File: src/rtl/mod2011_residue_accumulator_if.sv
// Residue stream in, reduced packet result out; both sides valid/ready.
interface mod2011_residue_accumulator_if #(
  parameter int W     = 11,
  parameter int CNT_W = 7
);
  logic             in_valid;
  logic             in_ready;
  logic [W-1:0]     in_data;
  logic             in_last;
  logic             out_valid;
  logic             out_ready;
  logic [W-1:0]     out_data;
  logic             out_err;
  logic [CNT_W-1:0] out_count;

  modport master (
    output in_valid, in_data, in_last, out_ready,
    input  in_ready, out_valid, out_data, out_err, out_count
  );

  modport slave (
    input  in_valid, in_data, in_last, out_ready,
    output in_ready, out_valid, out_data, out_err, out_count
  );
endinterface

File: src/rtl/mod2011_residue_accumulator.sv
// Sums a packet of chunk residues modulo MODULUS and presents the result with valid/ready.
//   state | meaning
//   ACCUM | accepting beats, folding each into acc
//   HOLD  | result held on out_*, waiting for out_ready
module mod2011_residue_accumulator #(
  parameter int MODULUS = 2011,
  parameter int W       = 11,
  parameter int CNT_W   = 7
) (
  input logic clk,
  input logic rst,
  mod2011_residue_accumulator_if.slave bus
);
  localparam logic [W-1:0] MOD_W = W'(MODULUS);
  localparam logic [W:0]   MOD_X = (W+1)'(MODULUS);

  typedef enum logic {ACCUM, HOLD} state_t;

  state_t           state;
  logic [W-1:0]     acc;
  logic             err;
  logic [CNT_W-1:0] cnt;

  logic             bad;
  logic [W-1:0]     d;
  logic [W:0]       s;
  logic [W-1:0]     r;
  logic             e;
  logic [CNT_W-1:0] c;

  // Out-of-range inputs are below 2^W < 2*MODULUS, so one subtraction brings them in range.
  always_comb begin
    bad = (bus.in_data >= MOD_W);
    d   = bad ? bus.in_data - MOD_W : bus.in_data;
    s   = {1'b0, acc} + {1'b0, d};
    r   = (s >= MOD_X) ? W'(s - MOD_X) : s[W-1:0];
    e   = err | bad;
    c   = (&cnt) ? cnt : cnt + 1'b1;
  end

  always_ff @(posedge clk or posedge rst) begin
    if (rst) begin
      state         <= ACCUM;
      acc           <= '0;
      err           <= 1'b0;
      cnt           <= '0;
      bus.in_ready  <= 1'b1;
      bus.out_valid <= 1'b0;
      bus.out_data  <= '0;
      bus.out_err   <= 1'b0;
      bus.out_count <= '0;
    end else begin
      case (state)
        ACCUM: begin
          if (bus.in_valid) begin
            if (bus.in_last) begin
              bus.out_data  <= r;
              bus.out_err   <= e;
              bus.out_count <= c;
              acc           <= '0;
              err           <= 1'b0;
              cnt           <= '0;
              bus.in_ready  <= 1'b0;
              bus.out_valid <= 1'b1;
              state         <= HOLD;
            end else begin
              acc <= r;
              err <= e;
              cnt <= c;
            end
          end
        end
        HOLD: begin
          if (bus.out_ready) begin
            bus.out_valid <= 1'b0;
            bus.in_ready  <= 1'b1;
            state         <= ACCUM;
          end
        end
        default: state <= ACCUM;
      endcase
    end
  end
endmodule

File: src/flat_wrapper.sv
// flat-port wrapper written by rule: the top's interface ports become plain ports
module mod2011_residue_accumulator_flat 
#(
  parameter int MODULUS = 2011,
  parameter int W       = 11,
  parameter int CNT_W   = 7
)
  (clk, rst, bus_in_valid, bus_in_data, bus_in_last, bus_out_ready, bus_in_ready, bus_out_valid, bus_out_data, bus_out_err, bus_out_count);
  mod2011_residue_accumulator_if #(.W(W), .CNT_W(CNT_W)) bus_i ();
  input logic clk;
  input logic rst;
  input wire logic [$bits(bus_i.in_valid)-1:0] bus_in_valid;
  input wire logic [$bits(bus_i.in_data)-1:0] bus_in_data;
  input wire logic [$bits(bus_i.in_last)-1:0] bus_in_last;
  input wire logic [$bits(bus_i.out_ready)-1:0] bus_out_ready;
  output wire logic [$bits(bus_i.in_ready)-1:0] bus_in_ready;
  output wire logic [$bits(bus_i.out_valid)-1:0] bus_out_valid;
  output wire logic [$bits(bus_i.out_data)-1:0] bus_out_data;
  output wire logic [$bits(bus_i.out_err)-1:0] bus_out_err;
  output wire logic [$bits(bus_i.out_count)-1:0] bus_out_count;
  assign bus_i.in_valid = bus_in_valid;
  assign bus_i.in_data = bus_in_data;
  assign bus_i.in_last = bus_in_last;
  assign bus_i.out_ready = bus_out_ready;
  assign bus_in_ready = bus_i.in_ready;
  assign bus_out_valid = bus_i.out_valid;
  assign bus_out_data = bus_i.out_data;
  assign bus_out_err = bus_i.out_err;
  assign bus_out_count = bus_i.out_count;
  mod2011_residue_accumulator #(.MODULUS(MODULUS), .W(W), .CNT_W(CNT_W)) u_core (.clk(clk), .rst(rst), .bus(bus_i));
endmodule
File: config.mk
export PLATFORM = sky130hd
export DESIGN_NAME = mod2011_residue_accumulator_flat
export DESIGN_NICKNAME = d
export VERILOG_FILES = /design/src/rtl/mod2011_residue_accumulator_if.sv /design/src/rtl/mod2011_residue_accumulator.sv /design/src/flat_wrapper.sv
export SDC_FILE = /design/constraint.sdc
export NUM_CORES = 1
export LEC_CHECK = 0
export CAP_MARGIN = 15
export CORE_AREA = 5 5 80 82
export DETAILED_ROUTE_END_ITERATION = 6
export DIE_AREA = 0 0 85 87
export PLACE_DENSITY = 0.75
export SYNTH_ARGS = -nofsm -noshare
export SYNTH_HDL_FRONTEND = slang
export SYNTH_SLANG_ARGS = --single-unit
File: constraint.sdc
create_clock -name clk -period 3.1 [get_ports clk]
set_input_delay 0.62 -clock clk [delete_from_list [all_inputs] [get_ports clk]]
set_output_delay 0.62 -clock clk [all_outputs]
set_load 0.005 [all_outputs]
==> results.sh, run 1 <==
export IMPL_status="finished with violations"
export IMPL_failed_checks="setup timing"
export IMPL_via_count=2672
export IMPL_cp_cell_sequence="buf_6 > a21o_1 > and3_4 > o21ai_4 > o21ai_4 > mux2_4 > buf_4 > ha_4 > a21o_1 > a221oi_4 > a21oi_4 > xnor2_2 > nand3b_4 > o41a_1 > or3_4 > a32o_2"
export IMPL_first_global_vias=2813
export IMPL_place_worst_setup_slack_ns=-1.54
export IMPL_yosys_warnings=0
export IMPL_dieArea_sq_um=7400
export IMPL_die_h_microns=87
export IMPL_grt_use_total_pct=21.9
export IMPL_cp_slowest_cell="o41a_1"
export IMPL_swShare_pct=40.9
export IMPL_placed_area_sq_um=3690
export IMPL_slew_violations=0
export IMPL_setup_ws_ns=-0.918
export IMPL_p_int_w=0.00251
export IMPL_fp_row_count=28
export IMPL_die_w_microns=85
export IMPL_crit_arrival_ns=4.20
export IMPL_tightest_slew_ns=0.513
export IMPL_maxCapViolCount=0
export IMPL_synth_edf_count=0
export IMPL_finalClockSkew_ns=0.0112
export IMPL_power_density_nw_per_um2=1010
export IMPL_holdPathStages=2
export IMPL_path_class="input pin to register"
export IMPL_max_freq_mhz=249
export IMPL_drtAntennaViolNets=0
export IMPL_first_pass_iters=4
export IMPL_worstPathMaxFanout=6
export IMPL_drive_above_1_share_pct=38.2
export IMPL_start_util_pct=47.7
export IMPL_area_growth_pct=55.9
export IMPL_irDropWorstVdd_uv=501
export IMPL_synth_cell_type_count=53
export IMPL_core_area_sq_um=5680
export IMPL_avgSynthCellArea_sq_um=9.20
export IMPL_insertion_delay_ns=0.29
export IMPL_rrSetupSlack_ns=-0.02
export IMPL_finalHoldViolations=0
export IMPL_ctsHoldBuffers=0
export IMPL_rsz0062_at_grt="true"
export IMPL_clkPwrFrac_pct=10.4
export IMPL_portBuffers=36
export IMPL_clk_pin_slew_ns=0.08
export IMPL_ys_ff_latch=41
export IMPL_syn_num_nets=325
export IMPL_wl_mm=8.02
export IMPL_dpl_hpwl_mm=5.36
export IMPL_clock_sinks=41
export IMPL_pwr_share_seq_pct=19.4
export IMPL_synth_ff_type="dfrtp_1"
export IMPL_nets=446
export IMPL_synth_area_leaders="dfrtp_1 37%, ha_1 6.5%, nand2_1 5.6%"
export IMPL_period_minus_slack_ns=4.02
export IMPL_synth_top_area_cell="dfrtp_1"
export IMPL_crit_path_end_kind="register"
export IMPL_ys_seq_area_share_pct=38.0
export IMPL_async_flop_share_pct=100
export IMPL_setup_viol=22
export IMPL_cp_required_ns=3.29
export IMPL_grt_first_pass_wirelength_mm=13.0
export IMPL_reg2reg_depth=11
export IMPL_overflow=0
export IMPL_switchingPower_w=0.00174
export IMPL_drt_iter0_markers=105
export IMPL_antenna_found_initial=0
export IMPL_cts_max_level=2
export IMPL_nFillCells=406
export IMPL_hold_class="register to register"
export IMPL_finalCritPeriodShare_pct=130
export IMPL_grt_max_degree=42
export IMPL_via_per_inst=5.44
export IMPL_yosys_area_top_type_share_pct=37.0
export IMPL_syn_inst=294
export IMPL_cpPeakStageDelay_ns=0.44
export IMPL_maxSlewHeadroom_pct=65.8
export IMPL_io_pins=37
export IMPL_drc=0
export IMPL_startpoint_type="input pin"
export IMPL_postLayoutCellArea_sq_um=4220
export IMPL_root_buffer="clkbuf_8"
export IMPL_numCtsBuffers=5
export IMPL_clock_path_buffers=2
export IMPL_cts_tree="built"
export IMPL_gp_congestion=0.845
export IMPL_syn_cell_area_sq_um=2710
export IMPL_leakage_nw=1.96
export IMPL_n_antenna_cell=0
export IMPL_routedWlPerCell_microns=16.3
export IMPL_combinationalPowerShare_pct=70.2
-- logic make-up (layout without fill, tap and decap cells) --
logic type	Yosys count	in the layout	synth area share (%)
flip-flops	41	41	38.0
AO/OA/AOI/OAI	88	88	23.6
adder cells (fa/ha/maj)	15	15	7.22
buffers and inverters	17	139	2.45
AND/OR/NAND/NOR	108	108	19.5
multiplexers	7	7	2.68
XOR/XNOR	18	18	6.52
-- power by group through the flow --
stage / sequential [W] / clock (W) / combinational, W
finish: 0.000824 / 0.000442 / 0.00298
CTS: 0.000815 / 0.000453 / 0.00277
floorplan: 0.000800 / 0 / 0.00133
global placement: 0.000818 / 0 / 0.00225
global route: 0.000843 / 0.000485 / 0.00320
detailed placement: 0.000822 / 0 / 0.00232
-- final timing paths --
kind,start,endpoint
max,bus_in_data[0],u_core.acc[7]
min,u_core.bus.out_err,u_core.bus.out_err
max reg2reg,u_core.acc[0],u_core.acc[7]
min reg2reg,u_core.bus.out_err,u_core.bus.out_err
max in group asynchronous,rst,u_core.bus.in_ready
min in group asynchronous,rst,u_core.bus.out_data[0]
-- critical path: cells and delay by family --
kind,cells,cell delay [ns]
AO/OA/AOI/OAI,8,1.89
XOR/XNOR,1,0.16
buffers and inverters,2,0.24
multiplexers,1,0.32
AND/OR/NAND/NOR,3,0.76
adder cells (fa/ha/maj),1,0.20
-- per-layer routing --
| layer | GRT usage, % | vias to the layer above | part of all wire [%] |
|---|---|---|---|
| met5 | 0 | - | 0 |
| met4 | 7.91 | 0 | 1.4 |
| met3 | 4.35 | 12 | 3.3 |
| met1 | 26.3 | 1300 | 43 |
| met2 | 39.0 | 53 | 52 |
| li1 | - | 1307 | - |
-- stage by stage --
| step | hold slack, ns | power [W] | instances | util [%] | TNS [ns] |
|---|---|---|---|---|---|
| 2_1_floorplan | 0.456 | 0.00213 | 294 | - | -15.55 |
| 3_3_place_gp | 0.453 | 0.00306 | 459 | 65.0 | -29.28 |
| 3_5_place_dp | 0.464 | 0.00314 | 459 | 65.0 | -31.39 |
| 4_1_cts | 0.482 | 0.00403 | 486 | 72.0 | -17.07 |
| 5_1_grt | 0.518 | 0.00453 | 491 | 74.3 | -21.29 |
| 6_report | 0.486 | 0.00425 | 491 | 74.3 | -17.99 |
-- placed cells by master (no fill, tap or decap), types with 7 or more instances in the layout --
| cell type | count |
|---|---|
| buf_4 | 79 |
| dfrtp_1 | 40 |
| nand2_1 | 39 |
| clkdlybuf4s50_1 | 25 |
| o21ai_0 | 19 |
| nor2_1 | 16 |
| buf_6 | 11 |
| a21oi_1 | 10 |
| nand3_1 | 10 |
| a21o_1 | 9 |
| ha_1 | 9 |
| o21ai_1 | 8 |
| nand4_1 | 7 |
-- cell type report --
class | instances | area, sq um | share of cell area (%)
well taps | 75 | 93.8 | 2.22
clock inverters | 1 | 30.0 | 0.712
inverters | 8 | 30.0 | 0.712
repair buffers | 123 | 1020 | 24.2
flip-flops and latches | 41 | 1030 | 24.4
clock buffers | 7 | 86.3 | 2.05
multi-input cells | 236 | 1930 | 45.7
-- Yosys cell counts (2+ instances only) --
cell and count:
or3_1 3, or2_2 2, mux2i_1 5, nand2_1 40, and3_1 6, a31oi_1 6
a21o_1 9, xor2_1 8, o21a_1 3, nor2b_1 6, and2_1 4, mux2_2 2
clkbuf_1 6, a32o_1 2, buf_2 2, xnor2_1 9, a211o_1 2, o31ai_1 4
nor2_1 18, inv_1 8, a21oi_1 12, o211a_1 2, dfrtp_1 40, o21ai_0 30
nand3_1 12, nand4_1 7, o211ai_1 3, nor3_1 5, ha_1 14
-- registers in the layout (all words and copies together) (netlist names) --
signal                cells
u_core.state              1
u_core.cnt                7
u_core.bus.out_valid      1
u_core.bus.in_ready       1
u_core.bus.out_data      11
u_core.bus.out_err        1
u_core.bus.out_count      7
u_core.err                1
u_core.acc               11
-- repair_timing --
action | in CTS | in global routing
pin swaps | 28 | 30
setup endpoints to repair | 22 | 22
endpoints found under the hold margin | 0 | 0
setup buffers | 19 | 6
gates cloned | 0 | 0
resized for setup | 73 | 22
Note: power is estimated with default switching activity, not from simulation.
==> run 2, diff against run 1 <==
Settings changed: PLACE_DENSITY 0.75 to 0.72.
Clock period 3.1 ns to 4.1 ns, I/O delays scaled along.
==> run 2 against run 1 <==
Effect of this change:
- largest power group unchanged
- final cell count down 2.9%
- clock skew shrank 0.0047 ns
- the run still ends with setup timing left
- register-to-register slack gained 0.95 ns
- total power fell by 30%
- sequential cell count unchanged
- die area did not move
- design area fell by 5.0%
- critical endpoint unchanged
==> results.sh, run 2 (synthesis results as in run 1) <==
export IMPL_status="finished with violations"
export IMPL_failed_checks="setup timing"
export IMPL_drc=0
export IMPL_insertion_delay_ns=0.29
export IMPL_nets=433
export IMPL_cts_max_level=2
export IMPL_wl_mm=7.63
export IMPL_core_area_sq_um=5680
export IMPL_rsz0062_at_grt="true"
export IMPL_area_growth_pct=48.2
export IMPL_drt_iter0_markers=101
export IMPL_placed_area_sq_um=3650
export IMPL_grt_use_total_pct=21.1
export IMPL_clock_sinks=41
export IMPL_setup_tns_ns=-1.00
export IMPL_numCtsBuffers=5
export IMPL_start_util_pct=47.7
export IMPL_tightest_slew_ns=0.799
export IMPL_via_per_inst=5.48
export IMPL_nFillCells=445
export IMPL_clk_pin_slew_ns=0.08
export IMPL_die_w_microns=85
export IMPL_maxSlewHeadroom_pct=46.6
export IMPL_cts_tree="built"
export IMPL_cp_required_ns=4.28
export IMPL_portBuffers=36
export IMPL_finalClockSkew_ns=0.00648
export IMPL_first_pass_iters=4
export IMPL_hold_class="register to register"
export IMPL_via_count=2613
export IMPL_io_pins=37
export IMPL_finalHoldViolations=0
export IMPL_ctsHoldBuffers=0
export IMPL_slew_violations=0
export IMPL_leakage_nw=1.85
export IMPL_overflow=0
export IMPL_period_minus_slack_ns=4.27
export IMPL_dpl_hpwl_mm=5.17
export IMPL_dieArea_sq_um=7400
export IMPL_top_regs="u_core.acc x11, u_core.bus.out_data x11"
export IMPL_max_freq_mhz=234
export IMPL_layout_common_cells="69 x buf_4, 40 x dfrtp_1, 38 x nand2_1, 25 x clkdlybuf4s50_1, 23 x o21ai_0"
export IMPL_power_density_nw_per_um2=743
export IMPL_routedWlPerCell_microns=16.0
export IMPL_root_buffer="clkbuf_8"
export IMPL_startpoint_type="input pin"
export IMPL_clock_path_buffers=2
export IMPL_n_antenna_cell=0
export IMPL_gp_congestion=0.856
export IMPL_final_common_cell="buf_4"
export IMPL_grt_max_degree=42
export IMPL_power_w=0.00298
export IMPL_antenna_found_initial=0
export IMPL_setup_ws_ns=-0.166
export IMPL_setup_viol=13
export IMPL_path_class="input pin to register"
export IMPL_drive_above_1_share_pct=34.3
export IMPL_drtAntennaViolNets=0
export IMPL_crit_path_end_kind="register"
export IMPL_grt_first_pass_wirelength_mm=12.7
export IMPL_irDropWorstVdd_uv=373
export IMPL_crit_arrival_ns=4.44
export IMPL_finalCritPeriodShare_pct=104
export IMPL_worstPathMaxFanout=6
export IMPL_postLayoutCellArea_sq_um=4010
export IMPL_maxCapViolCount=0
export IMPL_fp_row_count=28
export IMPL_place_worst_setup_slack_ns=-0.771
export IMPL_first_global_vias=2697
export IMPL_die_h_microns=87
run 2: changes by cell type in the layout (fill, tap and decap cells not counted), moves of 3 or more:
cell     previous run  this run
o21ai_1             8         5
buf_2               5         1
buf_4              79        69
o21ai_0            19        23
xnor2_1             3         6
run 2: metal layers:
metal / wire, microns / share of wire, % / global-route usage, % / vias up
li1: - / - / - / 1279
met1: 3430 / 45 / 26.8 / 1270
met2: 3840 / 50 / 37.4 / 51
met3: 242 / 3.2 / 3.60 / 13
met4: 121 / 1.6 / 5.47 / 0
met5: 0 / 0 / 0 / -
run 2: cell type report:
type                            count  area [sq um]  share of cell area (%)
Inverter                            8          30.0                   0.749
Clock buffer                        7          86.3                    2.15
Tap cell                           75          93.8                    2.34
Timing Repair Buffer              110           942                    23.5
Multi-Input combinational cell    236          1830                    45.6
Sequential cell                    41          1030                    25.6
run 2: power breakdown:
group	internal, W	total [W]	leakage, nW	switching [W]
Clock	0.000134	0.000265	0.0443	0.000131
Combinational	0.00108	0.00210	1.28	0.00102
Sequential	0.000530	0.000617	0.523	0.0000876
Total	0.00174	0.00298	1.85	0.00124
run 2: worst paths after layout:
kind                                        endpoint  depth (start not counted)               start  slack [ns]
worst max-delay path                   u_core.acc[7]                         18      bus_in_data[0]       -0.17
worst min-delay path              u_core.bus.out_err                          2  u_core.bus.out_err        0.48
max in group asynchronous        u_core.bus.in_ready                          3                 rst        2.78
min in group asynchronous       u_core.bus.out_valid                          3                 rst        0.96
worst max register to register         u_core.acc[7]                         12       u_core.acc[0]        0.93
worst min register to register    u_core.bus.out_err                          2  u_core.bus.out_err        0.48
run 2: through the flow:
stage                     util, %  hold slack, ns  std cells
after detailed placement     64.3           0.459        455
after global placement       64.3           0.453        455
final                        70.6           0.481        477
after global routing         70.6           0.516        477
after CTS                    67.8           0.485        471
after floorplan                 -           0.456        294
run 2: repair_timing:
action | in CTS | in global routing
cloned | 0 | 0
hold endpoints to repair | 0 | 0
pin swaps | 35 | 26
endpoints found under the setup margin | 22 | 22
gates resized for setup | 53 | 32
setup buffers | 9 | 6
run 2: worst max-delay path, cell delays in order:
cell and delay [ns]:
buf_8 0.10, a21o_1 0.18, and3_4 0.19, o21ai_4 0.15, o21ai_4 0.11, xor2_1 0.18
ha_2 0.21, inv_2 0.04, fa_2 0.32, and2b_2 0.24, buf_6 0.10, o2111ai_4 0.15
a21oi_2 0.21, mux2i_1 0.12, and3_4 0.22, o41a_1 0.45, or3_4 0.38, a32o_1 0.27
